<file path="src/rtl/pcnt.sv">
// Parametrised up/down counter with prescaler, wrap/saturate bounds, clamped
// parallel load and registered terminal-count / step strobes for cascading.
module pcnt #(
    parameter int WIDTH    = 4,
    parameter int MAX      = 15,
    parameter int PRESCALE = 1
) (
    input  logic             pcnt_clk,
    input  logic             pcnt_rst,
    input  logic             pcnt_en,
    input  logic             pcnt_dir,
    input  logic             pcnt_sat,
    input  logic             pcnt_load,
    input  logic [WIDTH-1:0] pcnt_din,
    output logic [WIDTH-1:0] pcnt_out,
    output logic             pcnt_tc,
    output logic             pcnt_step
);

    localparam int               PW       = (PRESCALE > 1) ? $clog2(PRESCALE) : 1;
    localparam logic [WIDTH-1:0] MAX_V    = WIDTH'(MAX);
    localparam logic [PW-1:0]    PRE_LAST = PW'(PRESCALE - 1);

    logic [WIDTH-1:0] cnt_q, cnt_d;
    logic [PW-1:0]    pre_q, pre_d;
    logic             tc_q, tc_d;
    logic             step_q, step_d;
    logic             at_top_s, at_bot_s;

    assign at_top_s = (cnt_q == MAX_V);
    assign at_bot_s = (cnt_q == {WIDTH{1'b0}});

    // Next-state: load beats tick beats hold; strobes are high only on tick edges.
    always_comb begin
        cnt_d  = cnt_q;
        pre_d  = pre_q;
        tc_d   = 1'b0;
        step_d = 1'b0;
        if (pcnt_load) begin
            if (pcnt_din > MAX_V) begin
                cnt_d = MAX_V;
            end else begin
                cnt_d = pcnt_din;
            end
            pre_d = {PW{1'b0}};
        end else if (pcnt_en) begin
            if (pre_q == PRE_LAST) begin
                pre_d  = {PW{1'b0}};
                step_d = 1'b1;
                if (pcnt_dir) begin
                    if (at_top_s) begin
                        tc_d = 1'b1;
                        if (pcnt_sat) begin
                            cnt_d = MAX_V;
                        end else begin
                            cnt_d = {WIDTH{1'b0}};
                        end
                    end else begin
                        cnt_d = cnt_q + WIDTH'(1'b1);
                    end
                end else begin
                    if (at_bot_s) begin
                        tc_d = 1'b1;
                        if (pcnt_sat) begin
                            cnt_d = {WIDTH{1'b0}};
                        end else begin
                            cnt_d = MAX_V;
                        end
                    end else begin
                        cnt_d = cnt_q - WIDTH'(1'b1);
                    end
                end
            end else begin
                pre_d = pre_q + PW'(1'b1);
            end
        end else begin
            pre_d = pre_q;
        end
    end

    // State and strobe registers with asynchronous active-low reset.
    always_ff @(posedge pcnt_clk or negedge pcnt_rst) begin
        if (!pcnt_rst) begin
            cnt_q  <= {WIDTH{1'b0}};
            pre_q  <= {PW{1'b0}};
            tc_q   <= 1'b0;
            step_q <= 1'b0;
        end else begin
            cnt_q  <= cnt_d;
            pre_q  <= pre_d;
            tc_q   <= tc_d;
            step_q <= step_d;
        end
    end

    assign pcnt_out  = cnt_q;
    assign pcnt_tc   = tc_q;
    assign pcnt_step = step_q;

endmodule

</file>
<file path="config.mk">
export PLATFORM = sky130hd
export DESIGN_NAME = pcnt
export DESIGN_NICKNAME = d
export VERILOG_FILES = /design/src/rtl/pcnt.sv
export SDC_FILE = /design/constraint.sdc
export NUM_CORES = 1
export LEC_CHECK = 0
export ABC_AREA = 1
export CORE_AREA = 2 2 39 41
export CTS_CLUSTER_DIAMETER = 60
export DETAILED_ROUTE_END_ITERATION = 16
export DIE_AREA = 0 0 41 43
export MAX_ROUTING_LAYER = met4
export PLACE_DENSITY = 0.74
export SYNTH_ARGS = -nofsm -noshare
export SYNTH_HDL_FRONTEND = slang
export SYNTH_SLANG_ARGS = --single-unit
</file>
<file path="constraint.sdc">
create_clock -name pcnt_clk -period 1.4 [get_ports pcnt_clk]
set_clock_uncertainty 0.15 [all_clocks]
set_input_delay 0.21 -clock pcnt_clk [delete_from_list [all_inputs] [get_ports pcnt_clk]]
set_output_delay 0.21 -clock pcnt_clk [all_outputs]
set_load 0.02 [all_outputs]
</file>
==> flow_summary_export.csv <==
group,metric,value,unit
sta,setup_violations,0,
sta,worst_slew_pin_slew,275,ps
setup_path,path_class,"reg -> reg",
detailed_routing,viasPerCell,4.82,
power_and_ir_drop,ir_drop,0.343,mV
floorplan,die_area,1760,sq um
finish,synthToLayoutAreaGrowth,66.8,%
setup_path,cp_top_family,"flip-flops",
detailed_routing,first_iter_violations,8,
sta,hold_viol_final,0,
detailed_routing,detail_route.first_pass.iterations,4,
setup_path,path_cells,"inv_2, ha_4, inv_2, a21oi_2, nand2_1, nand3_1, nand3_1",
finish,fin_util,56.9,%
logic_synthesis,ys_types,19,
placed_design,hpwl,1.05,mm
sta,max_freq,719,MHz
detailed_routing,routedWlPerCell,11.7,microns
finish,stdcell_count,114,
logic_synthesis,syn_inst,70,
logic_synthesis,postSynth.asyncResetShare,100,%
finish,drive_gt1_share,35.7,%
clock_tree,cts_root_buf,"clkbuf_4",
setup_path,critPathRequiredTime,1360,ps
power_and_ir_drop,powerDensity,882,nW/um^2
sta,rsz0062_at_grt,"yes",
clock_tree,numCtsBuffers,3,
logic_synthesis,synth_common_cells,"25 x nand2_1, 7 x inv_1, 6 x dfrtp_1, 6 x nor2_1, 5 x nand3_1",
detailed_routing,dr_total_vias,550,
logic_synthesis,ys_seq_area_share,31.8,%
finish,design_area,787,sq um
run,cap_violations,0,
floorplan,pin_count,16,
detailed_routing,drc_errors,0,
placed_design,dpl.cell_count,109,
sta,period_needed,1390,ps
setup_path,worstPathMaxFanout,5,
clock_tree,cts_sinks,6,
sta,max-slew-margin-rel,81.6,%
logic_synthesis,synth_ff_type,"dfrtp_1",
global_routing,track_usage,17.9,%
clock_tree,cts_tree,"done",
logic_synthesis,synth_top_cells_by_area,"dfrtp_1 32%, nand2_1 20%, inv_1 5.6%, ha_1 5.3%, nand3_1 5.3%",
floorplan,die_height,43,microns
logic_synthesis,yosysTopAreaCell,"dfrtp_1",
global_routing,overflow,0,
logic_synthesis,synth-edff-count,0,
logic_synthesis,syn_area_per_cell,6.74,sq um
min_path,hp-class,"in -> async",
floorplan,initial_core_util,34.1,%
finish,n_antenna_cell,0,
setup_path,cp.arrival,1350,ps
global_routing,grt_pass1_wl,2.10,mm
placed_design,numPortBuffers,15,
setup_path,crit_path_top_delay_cell,"dfrtp_2",
logic_synthesis,ys_warn_count,0,
global_routing,grt_max_degree,8,
floorplan,row_count,14,
global_routing,antenna_found_initial,0,
setup_path,path_buf_inv,2,
sta,maxSlewViolCount,0,
floorplan,dieWidth,41,microns
clock_tree,htree_levels,1,
detailed_routing,wl,1.34,mm
global_routing,grt_pass1_vias,537,
logic_synthesis,synth_most_common_cell,"nand2_1",
floorplan,core,1380,sq um
placed_design,routabilityCongestion,0.860,
placed_design,dpl-instance-area,701,sq um
detailed_routing,ant_nets,0,
power_and_ir_drop,total_power,694,uW
sta,hold_slack,51.2,ps
logic_synthesis,ys_ff_latch,6,
logic_synthesis,synth_top_area_share,31.8,%
logic_synthesis,syn_area,472,sq um
logic_synthesis,synth_nets,82,
power_and_ir_drop,p_leak,0.377,nW
clock_tree,cts_buffer_depth,2,
run_status,status,"finished, final reports clean",
sta,min_period_over_period,99.3,%
clock_tree,clk-insertion-delay-late,250,ps
setup_path,startpoint_type,"flop",
clock_tree,clk_pin_slew,50,ps
finish,nets,111,
setup_path,critPathMaxStageDelay,460,ps
setup_path,endpoint_kind,"flop",
-- layout by cell type, fill, tap and decap left out --
cell type and count:
nand2_1 24, buf_4 10, clkdlybuf4s50_1 9, inv_2 4, inv_1 4, nor2_1 4
nand3_1 4, dlygate4sd2_1 4, dfrtp_1 4, nor2_2 3, nand2_2 3, a22oi_1 3
clkbuf_4 3, nor2_4 2, nand4_1 2, ha_4 2, dfrtp_2 2, clkinv_1 1
nand3_4 1, nor3_2 1, nand3_2 1, o21ai_2 1, xnor2_1 1, a21oi_2 1
nor3_1 1, clkbuf_1 1, clkdlybuf4s15_1 1, clkbuf_2 1
-- metrics by stage --
stage / setup TNS [ps] / setup WS (ps)
after floorplan: 0 / 6.68
after global placement: -252 / -77.1
after detailed placement: -394 / -107
after CTS: -24.9 / -14.6
after global routing: -254 / -76.7
final: 0 / 9.24
-- flip-flops by register name, indices dropped and copies added (netlist names) --
signal / cells
pcnt_out: 4
pcnt_step: 1
pcnt_tc: 1
-- final cells by class --
class / instances / area (sq um)
Clock buffer: 4 / 26.3
Fill cell: 134 / 597
Inverter: 9 / 33.8
Multi-Input combinational cell: 54 / 339
Sequential cell: 6 / 153
Tap cell: 16 / 20.0
Timing Repair Buffer: 25 / 215
-- kinds of logic (layout without fill, tap and decap cells) --
kind of cell	count (synthesis)	count (layout)	share of synthesized area (%)
flip-flops	6	6	31.8
AO/OA/AOI/OAI	5	5	6.89
AND/OR/NAND/NOR	46	46	44.6
buffers and inverters	10	38	9.55
adder cells (fa/ha/maj)	2	2	5.30
XOR/XNOR	1	1	1.86
-- worst paths after layout --
path	from	to	slack (ps)	depth (start not counted)
setup reg to reg	pcnt_out[0]$_DFFE_PN0P_	pcnt_out[2]$_DFFE_PN0P_	9	7
setup / recovery	pcnt_out[0]$_DFFE_PN0P_	pcnt_out[2]$_DFFE_PN0P_	9	7
hold reg to reg	pcnt_out[3]$_DFFE_PN0P_	pcnt_out[3]$_DFFE_PN0P_	400	2
min in group pcnt_clk	pcnt_out[3]$_DFFE_PN0P_	pcnt_out[3]$_DFFE_PN0P_	400	2
hold / removal	pcnt_rst	pcnt_out[1]$_DFFE_PN0P_	50	1
max in group asynchronous	pcnt_rst	pcnt_out[0]$_DFFE_PN0P_	820	1
-- metal layers --
metal  GRT usage (%)  routed length [microns]  vias to the layer above
met5               -                        0                        -
met4            12.0                       35                        0
met3               0                       18                        4
met2            30.9                      761                        8
met1            18.3                      521                      259
li1                -                        -                      279
-- power by group --
group	internal, mW	switching (mW)
combinational	0.140	0.161
clock	0.108	0.0692
sequential	0.192	0.0228
total	0.441	0.253
-- worst reg2reg max path, cell delays in order, from the launching register on --
cell and delay, ps:
dfrtp_2 460, inv_2 100, ha_4 160, inv_2 50, a21oi_2 100, nand2_1 60
nand3_1 80, nand3_1 90
-- timing repair --
action                     4_1_cts  5_1_grt
pin swaps                        3        7
hold buffers                     0        0
setup endpoints to repair       10        7
gates resized for setup         13       12
setup buffers                    0        1
(Power assumes the default switching activity.)
